**src/rtl/sisc_multicycle_core_if.sv**
```systemverilog
// Memory port bundle for the SISC multicycle core: single req/ack transaction channel.
// The core drives req/we/addr/wdata (master); the memory returns rdata/ack (slave).
interface sisc_multicycle_core_if #(
   parameter int WIDTH    = 32,
   parameter int ADDRSIZE = 12
) ();
   logic                mem_req;
   logic                mem_we;
   logic [ADDRSIZE-1:0] mem_addr;
   logic [WIDTH-1:0]    mem_wdata;
   logic [WIDTH-1:0]    mem_rdata;
   logic                mem_ack;

   modport master (
      output mem_req, mem_we, mem_addr, mem_wdata,
      input  mem_rdata, mem_ack
   );

   modport slave (
      input  mem_req, mem_we, mem_addr, mem_wdata,
      output mem_rdata, mem_ack
   );
endinterface

```
**src/rtl/sisc_multicycle_core.sv**
```systemverilog
// Multicycle SISC core: FETCH/DECODE/OPRD/EXEC/WB/HALT FSM over one req/ack memory port.
// Optional cycle/instret counters are built when SISC_PERF_CNT_EN is defined.
module sisc_multicycle_core #(
   parameter int WIDTH    = 32,
   parameter int ADDRSIZE = 12,
   parameter int NREGS    = 16
) (
   input  logic                  clk,
   input  logic                  reset,
   sisc_multicycle_core_if.master mem,
   output logic [ADDRSIZE-1:0]   pc_out,
   output logic [4:0]            psr_out,
   output logic                  halted,
   output logic                  err
`ifdef SISC_PERF_CNT_EN
   ,
   output logic [31:0]           cycle_cnt,
   output logic [31:0]           instret_cnt
`endif
);

   localparam int RIDX = $clog2(NREGS);

   localparam logic [2:0] S_FETCH  = 3'd0;
   localparam logic [2:0] S_DECODE = 3'd1;
   localparam logic [2:0] S_OPRD   = 3'd2;
   localparam logic [2:0] S_EXEC   = 3'd3;
   localparam logic [2:0] S_WB     = 3'd4;
   localparam logic [2:0] S_HALT   = 3'd5;

   localparam logic [3:0] OP_NOP = 4'h0;
   localparam logic [3:0] OP_BRA = 4'h1;
   localparam logic [3:0] OP_LD  = 4'h2;
   localparam logic [3:0] OP_STR = 4'h3;
   localparam logic [3:0] OP_ADD = 4'h4;
   localparam logic [3:0] OP_SUB = 4'h5;
   localparam logic [3:0] OP_MUL = 4'h6;
   localparam logic [3:0] OP_CMP = 4'h7;
   localparam logic [3:0] OP_SHF = 4'h8;
   localparam logic [3:0] OP_ROT = 4'h9;
   localparam logic [3:0] OP_HLT = 4'hA;
   localparam logic [3:0] OP_MOV = 4'hB;

   logic [2:0]          state;
   logic [ADDRSIZE-1:0] pc;
   logic [31:0]         ir;
   logic [WIDTH-1:0]    mdr;
   logic [4:0]          psr;
   logic [WIDTH-1:0]    regs [NREGS];

   logic                req;
   logic                we;
   logic [ADDRSIZE-1:0] addr;
   logic [WIDTH-1:0]    wdata;

   // Instruction fields; cc overlaps srct/dstt and is only meaningful for BRA.
   logic [3:0]          op;
   logic                srct;
   logic                dstt;
   logic [3:0]          cc;
   logic [11:0]         src_f;
   logic [11:0]         dst_f;
   logic [RIDX-1:0]     src_idx;
   logic [RIDX-1:0]     dst_idx;
   logic [WIDTH-1:0]    imm;
   logic [ADDRSIZE-1:0] src_addr;
   logic [ADDRSIZE-1:0] dst_addr;

   assign op       = ir[31:28];
   assign srct     = ir[27];
   assign dstt     = ir[26];
   assign cc       = ir[27:24];
   assign src_f    = ir[23:12];
   assign dst_f    = ir[11:0];
   assign src_idx  = src_f[RIDX-1:0];
   assign dst_idx  = dst_f[RIDX-1:0];
   assign imm      = WIDTH'(src_f);
   assign src_addr = ADDRSIZE'(src_f);
   assign dst_addr = ADDRSIZE'(dst_f);

   logic is_alu;
   logic illegal;
   logic needs_mem_rd;
   logic writes_mem;
   logic writes_reg;
   logic sets_flags;

   assign is_alu       = (op >= OP_ADD) && (op <= OP_ROT);
   assign illegal      = (op > OP_MOV);
   assign needs_mem_rd = ((op == OP_LD) && !srct) || (is_alu && dstt);
   assign writes_mem   = (op == OP_STR) || (is_alu && dstt);
   assign writes_reg   = (op == OP_LD) || (op == OP_MOV) || (is_alu && !dstt);
   assign sets_flags   = (op == OP_LD) || (op == OP_STR) || (op == OP_MOV) || is_alu;

   // Execute datapath
   logic [WIDTH-1:0]   opa;
   logic [WIDTH-1:0]   opb;
   logic [WIDTH:0]     sum;
   logic [WIDTH:0]     diff;
   logic [2*WIDTH-1:0] prod;
   logic               kneg;
   logic [12:0]        k13;
   logic [12:0]        kmag;
   int                 rot_amt;
   logic [2*WIDTH-1:0] rot_r;
   logic [2*WIDTH-1:0] rot_l;
   logic [WIDTH-1:0]   result;
   logic               carry;
   logic [4:0]         new_psr;
   logic               br_taken;
   logic [ADDRSIZE-1:0] next_pc;

   // NOTE: every always_comb output is given a default first so no path can infer a latch.
   always_comb begin
      opa      = srct ? imm : regs[src_idx];
      opb      = dstt ? mdr : regs[dst_idx];
      sum      = {1'b0, opa} + {1'b0, opb};
      diff     = {1'b0, opa} - {1'b0, opb};
      prod     = {{WIDTH{1'b0}}, opa} * {{WIDTH{1'b0}}, opb};
      kneg     = opa[11];
      k13      = {opa[11], opa[11:0]};
      kmag     = kneg ? (~k13 + 13'd1) : k13;
      rot_amt  = int'(kmag) % WIDTH;
      rot_r    = {opb, opb} >> rot_amt;
      rot_l    = {opb, opb} << rot_amt;
      result   = '0;
      carry    = 1'b0;
      case (op)
         OP_LD:   result = srct ? imm : mdr;
         OP_STR:  result = opa;
         OP_MOV:  result = opa;
         OP_ADD:  {carry, result} = sum;
         OP_SUB:  {carry, result} = diff;
         OP_MUL: begin
            result = prod[WIDTH-1:0];
            carry  = |prod[2*WIDTH-1:WIDTH];
         end
         OP_CMP:  result = ~opa;
         OP_SHF: begin
            if (int'(kmag) >= WIDTH) result = '0;
            else if (kneg)           result = opb << kmag;
            else                     result = opb >> kmag;
         end
         OP_ROT:  result = kneg ? rot_l[2*WIDTH-1:WIDTH] : rot_r[WIDTH-1:0];
         default: result = '0;
      endcase
      new_psr = {result[WIDTH-1], (result == '0), ^result, ~result[0], carry};

      // psr = {NEG,ZERO,PARITY,EVEN,CARRY}
      case (cc)
         4'd0:    br_taken = 1'b1;
         4'd1:    br_taken = psr[0];
         4'd2:    br_taken = psr[1];
         4'd3:    br_taken = psr[2];
         4'd4:    br_taken = psr[3];
         4'd5:    br_taken = psr[4];
         default: br_taken = 1'b0;
      endcase
      next_pc = ((op == OP_BRA) && br_taken) ? dst_addr : pc;
   end

   // NOTE: the register file is cleared on reset together with the rest of the state,
   // so it is built from flops rather than an uninitialised RAM.
   always_ff @(posedge clk) begin
      if (!reset) begin
         state  <= S_FETCH;
         pc     <= '0;
         psr    <= '0;
         ir     <= '0;
         mdr    <= '0;
         req    <= 1'b0;
         we     <= 1'b0;
         addr   <= '0;
         wdata  <= '0;
         halted <= 1'b0;
         err    <= 1'b0;
         for (int i = 0; i < NREGS; i++) regs[i] <= '0;
      end else begin
         // NOTE: state is updated with non-blocking assignments so every branch reads pre-edge values.
         case (state)
            S_FETCH: begin
               if (!req) begin
                  // Entered with no request pending (after reset or a write-back).
                  req  <= 1'b1;
                  we   <= 1'b0;
                  addr <= pc;
               end else if (mem.mem_ack) begin
                  req   <= 1'b0;
                  ir    <= mem.mem_rdata[31:0];
                  pc    <= pc + ADDRSIZE'(1);
                  state <= S_DECODE;
               end
            end
            S_DECODE: begin
               if (needs_mem_rd) begin
                  req   <= 1'b1;
                  we    <= 1'b0;
                  addr  <= (op == OP_LD) ? src_addr : dst_addr;
                  state <= S_OPRD;
               end else begin
                  state <= S_EXEC;
               end
            end
            S_OPRD: begin
               if (mem.mem_ack) begin
                  req   <= 1'b0;
                  mdr   <= mem.mem_rdata;
                  state <= S_EXEC;
               end
            end
            S_EXEC: begin
               if (sets_flags) psr <= new_psr;
               if (writes_reg) regs[dst_idx] <= result;
               if ((op == OP_HLT) || illegal) begin
                  halted <= 1'b1;
                  err    <= illegal;
                  state  <= S_HALT;
               end else if (writes_mem) begin
                  req   <= 1'b1;
                  we    <= 1'b1;
                  addr  <= dst_addr;
                  wdata <= result;
                  state <= S_WB;
               end else begin
                  // Issue the next fetch directly so a register op costs three cycles.
                  pc    <= next_pc;
                  req   <= 1'b1;
                  we    <= 1'b0;
                  addr  <= next_pc;
                  state <= S_FETCH;
               end
            end
            S_WB: begin
               if (mem.mem_ack) begin
                  req   <= 1'b0;
                  we    <= 1'b0;
                  state <= S_FETCH;
               end
            end
            S_HALT:  state <= S_HALT;
            default: state <= S_HALT;
         endcase
      end
   end

   assign mem.mem_req   = req;
   assign mem.mem_we    = we;
   assign mem.mem_addr  = addr;
   assign mem.mem_wdata = wdata;
   assign pc_out        = pc;
   assign psr_out       = psr;

`ifdef SISC_PERF_CNT_EN
   logic retire;

   // HLT retires in EXEC; memory-writing instructions retire when the write is acknowledged.
   assign retire = ((state == S_EXEC) && !illegal && !writes_mem) ||
                   ((state == S_WB) && mem.mem_ack);

   always_ff @(posedge clk) begin
      if (!reset) begin
         cycle_cnt   <= '0;
         instret_cnt <= '0;
      end else begin
         if (!halted) cycle_cnt   <= cycle_cnt + 32'd1;
         if (retire)  instret_cnt <= instret_cnt + 32'd1;
      end
   end
`endif

endmodule

```
**src/flat_wrapper.sv**
```systemverilog
// flat-port wrapper written by rule: the top's interface ports become plain ports
module sisc_multicycle_core_flat 
#(
   parameter int WIDTH    = 32,
   parameter int ADDRSIZE = 12,
   parameter int NREGS    = 16
)
  (clk, reset, pc_out, psr_out, halted, err, mem_mem_req, mem_mem_we, mem_mem_addr, mem_mem_wdata, mem_mem_rdata, mem_mem_ack);
  sisc_multicycle_core_if #(.WIDTH(WIDTH), .ADDRSIZE(ADDRSIZE)) mem_i ();
  input  logic clk;
  input  logic reset;
  output logic [ADDRSIZE-1:0] pc_out;
  output logic [4:0] psr_out;
  output logic halted;
  output logic err;
  output wire logic [$bits(mem_i.mem_req)-1:0] mem_mem_req;
  output wire logic [$bits(mem_i.mem_we)-1:0] mem_mem_we;
  output wire logic [$bits(mem_i.mem_addr)-1:0] mem_mem_addr;
  output wire logic [$bits(mem_i.mem_wdata)-1:0] mem_mem_wdata;
  input wire logic [$bits(mem_i.mem_rdata)-1:0] mem_mem_rdata;
  input wire logic [$bits(mem_i.mem_ack)-1:0] mem_mem_ack;
  assign mem_mem_req = mem_i.mem_req;
  assign mem_mem_we = mem_i.mem_we;
  assign mem_mem_addr = mem_i.mem_addr;
  assign mem_mem_wdata = mem_i.mem_wdata;
  assign mem_i.mem_rdata = mem_mem_rdata;
  assign mem_i.mem_ack = mem_mem_ack;
  sisc_multicycle_core #(.WIDTH(WIDTH), .ADDRSIZE(ADDRSIZE), .NREGS(NREGS)) u_core (.clk(clk), .reset(reset), .mem(mem_i), .pc_out(pc_out), .psr_out(psr_out), .halted(halted), .err(err));
endmodule
```
**config.mk**
```make
export PLATFORM = sky130hd
export DESIGN_NAME = sisc_multicycle_core_flat
export DESIGN_NICKNAME = d
export VERILOG_FILES = /design/src/rtl/sisc_multicycle_core_if.sv /design/src/rtl/sisc_multicycle_core.sv /design/src/flat_wrapper.sv
export SDC_FILE = /design/constraint.sdc
export NUM_CORES = 2
export LEC_CHECK = 0
export CAP_MARGIN = 20
export CORE_MARGIN = 2
export CORE_UTILIZATION = 35
export CTS_CLUSTER_DIAMETER = 30
export DETAILED_ROUTE_END_ITERATION = 10
export PLACE_DENSITY_LB_ADDON = 0.05
export SLEW_MARGIN = 15
export SYNTH_ARGS = -nofsm -noshare
export SYNTH_HDL_FRONTEND = slang
export SYNTH_SLANG_ARGS = --single-unit
```
**constraint.sdc**
```tcl
create_clock -name clk -period 13.6 [get_ports clk]
set_clock_uncertainty 0.2 [all_clocks]
set_input_delay 1.36 -clock clk [delete_from_list [all_inputs] [get_ports clk]]
set_output_delay 1.36 -clock clk [all_outputs]
set_load 0.05 [all_outputs]
```
# --- After elaboration in Yosys (flattened, before gate mapping) ---
# Memory sizes are Yosys's and may differ from the RTL's. A register that Yosys moved wholly into a read port is not among the register bits.
# Index checks and enable logic that the tools add are counted.
word_totals:
  ff_bits: 132
  mem_bits_rw: 512
  input_bits: 35
  wordCells: 148
  memories: 1
op_classes:
  add_sub_neg: 4
  multipliers: 1
  order_cmp: 4
  n_eq_ne: 29
  shifts: 4
  n_mux: 53
  bitwise: 4
  reduce_logical: 37
memory_table:
  columns: ["name", "depth", "width", "rd", "rd_ports_with_merged_regs", "wr", "line", "rtl"]
  rows:
  - ["u_core.regs", 16, 32, 2, 2, 16, "sisc_multicycle_core.sv:49", "logic [WIDTH-1:0] regs [NREGS];"]
ops:
  columns: ["op", "count"]
  rows:
  - ["one-hot mux 32 bit (8 select lines)", 1]
  - ["two-way mux 32 bit", 7]
  - ["two-way mux 12 bit", 10]
  - ["multiplier 32 x 32 -> 64 bit", 1]
  - ["OR reduction 32 bit", 2]
  - ["left shift 64 x 5 -> 64 bit", 1]
  - [">> shifter 64 x 5 -> 32 bit", 1]
  - ["one-hot mux 12 bit (3 select lines)", 1]
  - ["adder 32 x 32 -> 33 bit", 1]
  - ["subtractor 32 x 32 -> 33 bit", 1]
  - ["zero test 32 bit", 1]
  - ["NOT 32 bit", 1]
  - ["XOR reduction 32 bit", 1]
  - ["left shift 32 x 13 -> 32 bit", 1]
  - [">> shifter 32 x 13 -> 32 bit", 1]
  - ["== test 4 x 3 -> 1 bit, second input constant", 6]
  - ["one-hot mux 12 bit (2 select lines)", 1]
  - ["two-way mux 4 bit", 5]
  - ["two-way mux 3 bit", 6]
  - ["== test 4 x 2 -> 1 bit, second input constant", 4]
  - ["== test 4 bit, second input constant", 4]
  - ["two-way mux 1 bit", 16]
  - ["one-hot mux 3 bit (5 select lines)", 1]
  - ["adder 13 x 1 -> 13 bit, second input constant", 1]
  - ["30 further kinds", 61]

# --- Depth between registers and ports, before layout ---
depth:
  ltp_word: 10
  ltp_mapped: 48
  depth_no_buf: 38

# --- Least setup slack after synthesis ---
# Ideal clock, no wire load.
synth_timing:
  kind: "register to register"
  from: "register with a tool-made name"
  to: "register u_core.psr[2] (netlist: u_core.psr_out[2])"
  setup_ps: 86
  arrival_ps: 10923
  setup_slack_ps: 2392
  stages_incl_launch_ff: 43
  n_path_buf: 9
  path_cell_list: "dfxtp_1 buf_4 mux4_2 mux2_2 and2_4 nor2_4 buf_2 clkbuf_1 buf_2 buf_1 buf_1 buf_1 nor2_1 fa_1 fa_1 fa_1 inv_1 fa_1 [... 7 more ...] ha_1 clkbuf_1 nand2_1 a2111oi_0 o21bai_1 nand2_1 a31oi_1 xor2_1 o21ai_0 a311o_1 a211oi_2 buf_4 ha_1 xor2_1 xnor2_1 xnor2_1 xnor2_1 a211oi_1"
synth_lines:
  columns: ["element", "line", "rtl"]
  rows:
  - ["end signal: assignment", "sisc_multicycle_core.sv:212", "if (sets_flags) psr <= new_psr;"]
  - ["end: declaration", "sisc_multicycle_core.sv:48", "logic [4:0] psr;"]

==> metrics <==
synthesized net count=9129; Routability Congestion=1.04; number of synthesized flops with an enable pin=512; Crit path max-delay family=adder cells; Commonest cells post-synth=1311 x nor2_1, 897 x fa_1, 841 x inv_1, 840 x nand2_1, 512 x edfxtp_1; first-pass GRT wire length=542000 um; Die X=468 um; Cell Area, Synth=75300 um^2; Setup CP Type=flip-flop to flip-flop; CP Buf/Inv Count=4; Max Clock Freq=76.8 MHz; FF-to-FF setup slack=0.58 ns; RSZ-0062 raised after global routing=false; Slew @ Worst Pin=1.30 ns; initial antenna violation count=27; Post-Synthesis Cells=7850; reg2reg end=u_core.psr_out[2]; Root Buffer Master=clkbuf_16; Hold Buf Count CTS=0; share of post-route cells with drive strength above 1=0.132; Worst path depth=34; Die Area=219000 um^2; Tcrit/Tclk final=0.957; DR iter-0 viols=7315; detailed-route via count=65286; Critical Path RT=13.99 ns; effective utilization at floorplan=0.351; Setup WS post-layout=0.585 ns; DP Worst Slack=0.947 ns; worst min path class=flip-flop to flip-flop; critical path startpoint category=flip-flop; area of the core=214000 um^2; Synth area leaders=fa_1 24%, edfxtp_1 20%, mux4_2 8.6%, nor2_1 6.5%, ha_1 5.8%; Yosys top cell by area=fa_1; DP HPWL=292000 um; routed wire length=394000 um; vias in the first global route=66228; Seq cells post-synth=652; yosys synthesis warning count=0; Critical Path End Type=flip-flop; largest net degree at the start of global routing=95; CP max-delay cell=dfxtp_4; Hold Crit Endpoint=u_core.mdr[2]; hold_sp=u_core.mdr[2]; crit-path max FO=23; Worst-path clk slew=0.06 ns; Clock Sinks=652; Post-synth ARST share=0; Die H=468 um; worst skew pair latency=0.78 ns; Finished Layout Cells=10763; Yosys top cell area share=0.239; Critical Path AT=13.41 ns; gr usage total=0.357; Hold Crit Depth=2; Top cell by count, worst path=fa_1; Final min period=13.02 ns; design area=84800 um^2; antenna-violating nets left=0; prevailing post-synth register cell=edfxtp_1; setup repair bufs after CTS=0; Resize count post-CTS=0; Total Nets Final=9088; register area share after synthesis=0.241; remaining global-route overflow=0; row cnt=170; final hold viol count=0; Port Buffers=99; clock tree buffer depth=3; Detailed Routing Iterations Pass 1=8; endpoints failing setup=0; CTS tree=done; post-DR vias/cell=6.07; Max stage delay on crit path=0.75 ns; syn avg cell area=9.59 um^2; Pins Over Slew Limit=0; MaxCap Viol Count=0; H-tree depth=3; status=completed; Synth cell types=104; relative slew slack=0.123; Final TNS setup=0 ns; boundary pin count=100; top-count cell post-synth=nor2_1; wire per inst=36.6 um; worst-case reg-to-reg path depth=34; dpl cells=10523; total CTS buffers=118; synthesis-to-layout area growth=12.7%; drt drc=0; dpl cell area=80500 um^2
[per-stage QoR]
step	hold WS (ns)	util
after floorplan	0.236	-
after global placement	0.250	0.375
after detailed placement	0.250	0.376
after CTS	0.259	0.395
after global routing	0.292	0.396
final	0.260	0.396
[worst reg2reg max path, delay by kind of cell (launching register included)]
| family | cells | cell delay, ns |
|---|---|---|
| buffers and inverters | 4 | 1.14 |
| adder cells (fa/ha/maj) | 11 | 4.96 |
| XOR/XNOR | 5 | 0.89 |
| flip-flops | 1 | 0.75 |
| multiplexers | 2 | 0.80 |
| AND/OR/NAND/NOR | 2 | 0.55 |
| AO/OA/AOI/OAI | 10 | 3.55 |
[flip-flops by register name, summed over array words and instances, names as in the netlist, named ones only]
name                  count
u_core.pc_out            12
u_core.mem.mem_wdata     32
u_core.mem.mem_req        1
u_core.mem.mem_we         1
u_core.halted             1
u_core.mdr               32
u_core.psr_out            5
u_core.state              3
u_core.ir                32
u_core.mem.mem_addr      12
u_core.regs             512
u_core.err                1
[layer usage]
metal	vias to the layer above	wire [um]	track usage
li1	26705	-	-
met1	34263	154000	0.445
met2	3402	184000	0.582
met3	900	27900	0.0564
met4	16	28600	0.215
met5	-	110	0
[worst max path at each step]
stage	end	slack, ns
after CTS	u_core.psr_out[2]	0.77
after global routing	u_core.psr_out[2]	0.24
final	u_core.psr_out[2]	0.58
after global placement	u_core.psr_out[2]	0.33
after floorplan	u_core.psr_out[2]	2.39
after detailed placement	u_core.psr_out[2]	0.95
[placed cells by master (no fill, tap or decap), types with 31 or more instances in the layout]
cell type,Yosys,final
a21oi_1,363,359
mux2i_1,159,159
clkdlybuf4s50_1,0,98
clkbuf_16,0,119
nor2b_1,44,43
nand2b_1,36,36
dfxtp_1,140,131
a211oi_1,110,108
mux2_2,33,33
a221oi_1,44,44
mux4_2,286,286
and3_1,42,42
nor3_1,91,89
a21o_1,60,60
buf_4,26,318
nor2_1,1311,1304
or3_1,32,31
nand3_1,96,88
o21ai_0,209,204
o22ai_1,44,44
nand4_1,31,31
nand2_1,840,812
edfxtp_1,512,512
ha_1,347,347
o211ai_1,55,55
inv_1,841,839
xnor2_1,64,61
fa_1,897,897
[kinds of logic (layout without fill, tap and decap cells)]
| family | Yosys count | in the layout | share of synthesized area |
|---|---|---|---|
| AOI/OAI and AO/OA | 1295 | 1295 | 0.117 |
| xor gates and xnor gates | 88 | 88 | 0.0102 |
| and+or+nand+nor | 2634 | 2634 | 0.147 |
| adders and majority gates | 1244 | 1244 | 0.296 |
| DFF | 652 | 652 | 0.241 |
| other | 0 | 12 | 0 |
| buffers and inverters | 1459 | 1522 | 0.0766 |
| muxes | 478 | 478 | 0.112 |
[final cells by class]
class | count | area (um^2)
multi-input cells | 5739 | 51800
well taps | 2838 | 3550
diodes | 12 | 30.0
clock inverters | 99 | 1220
flip-flops and latches | 652 | 18200
fillers | 21293 | 129000
inverters | 859 | 3230
clock buffers | 125 | 3010
repair buffers | 439 | 3790
Power is not shown: default switching activity piles up to over one toggle a cycle in this logic, so the estimate is an artifact.
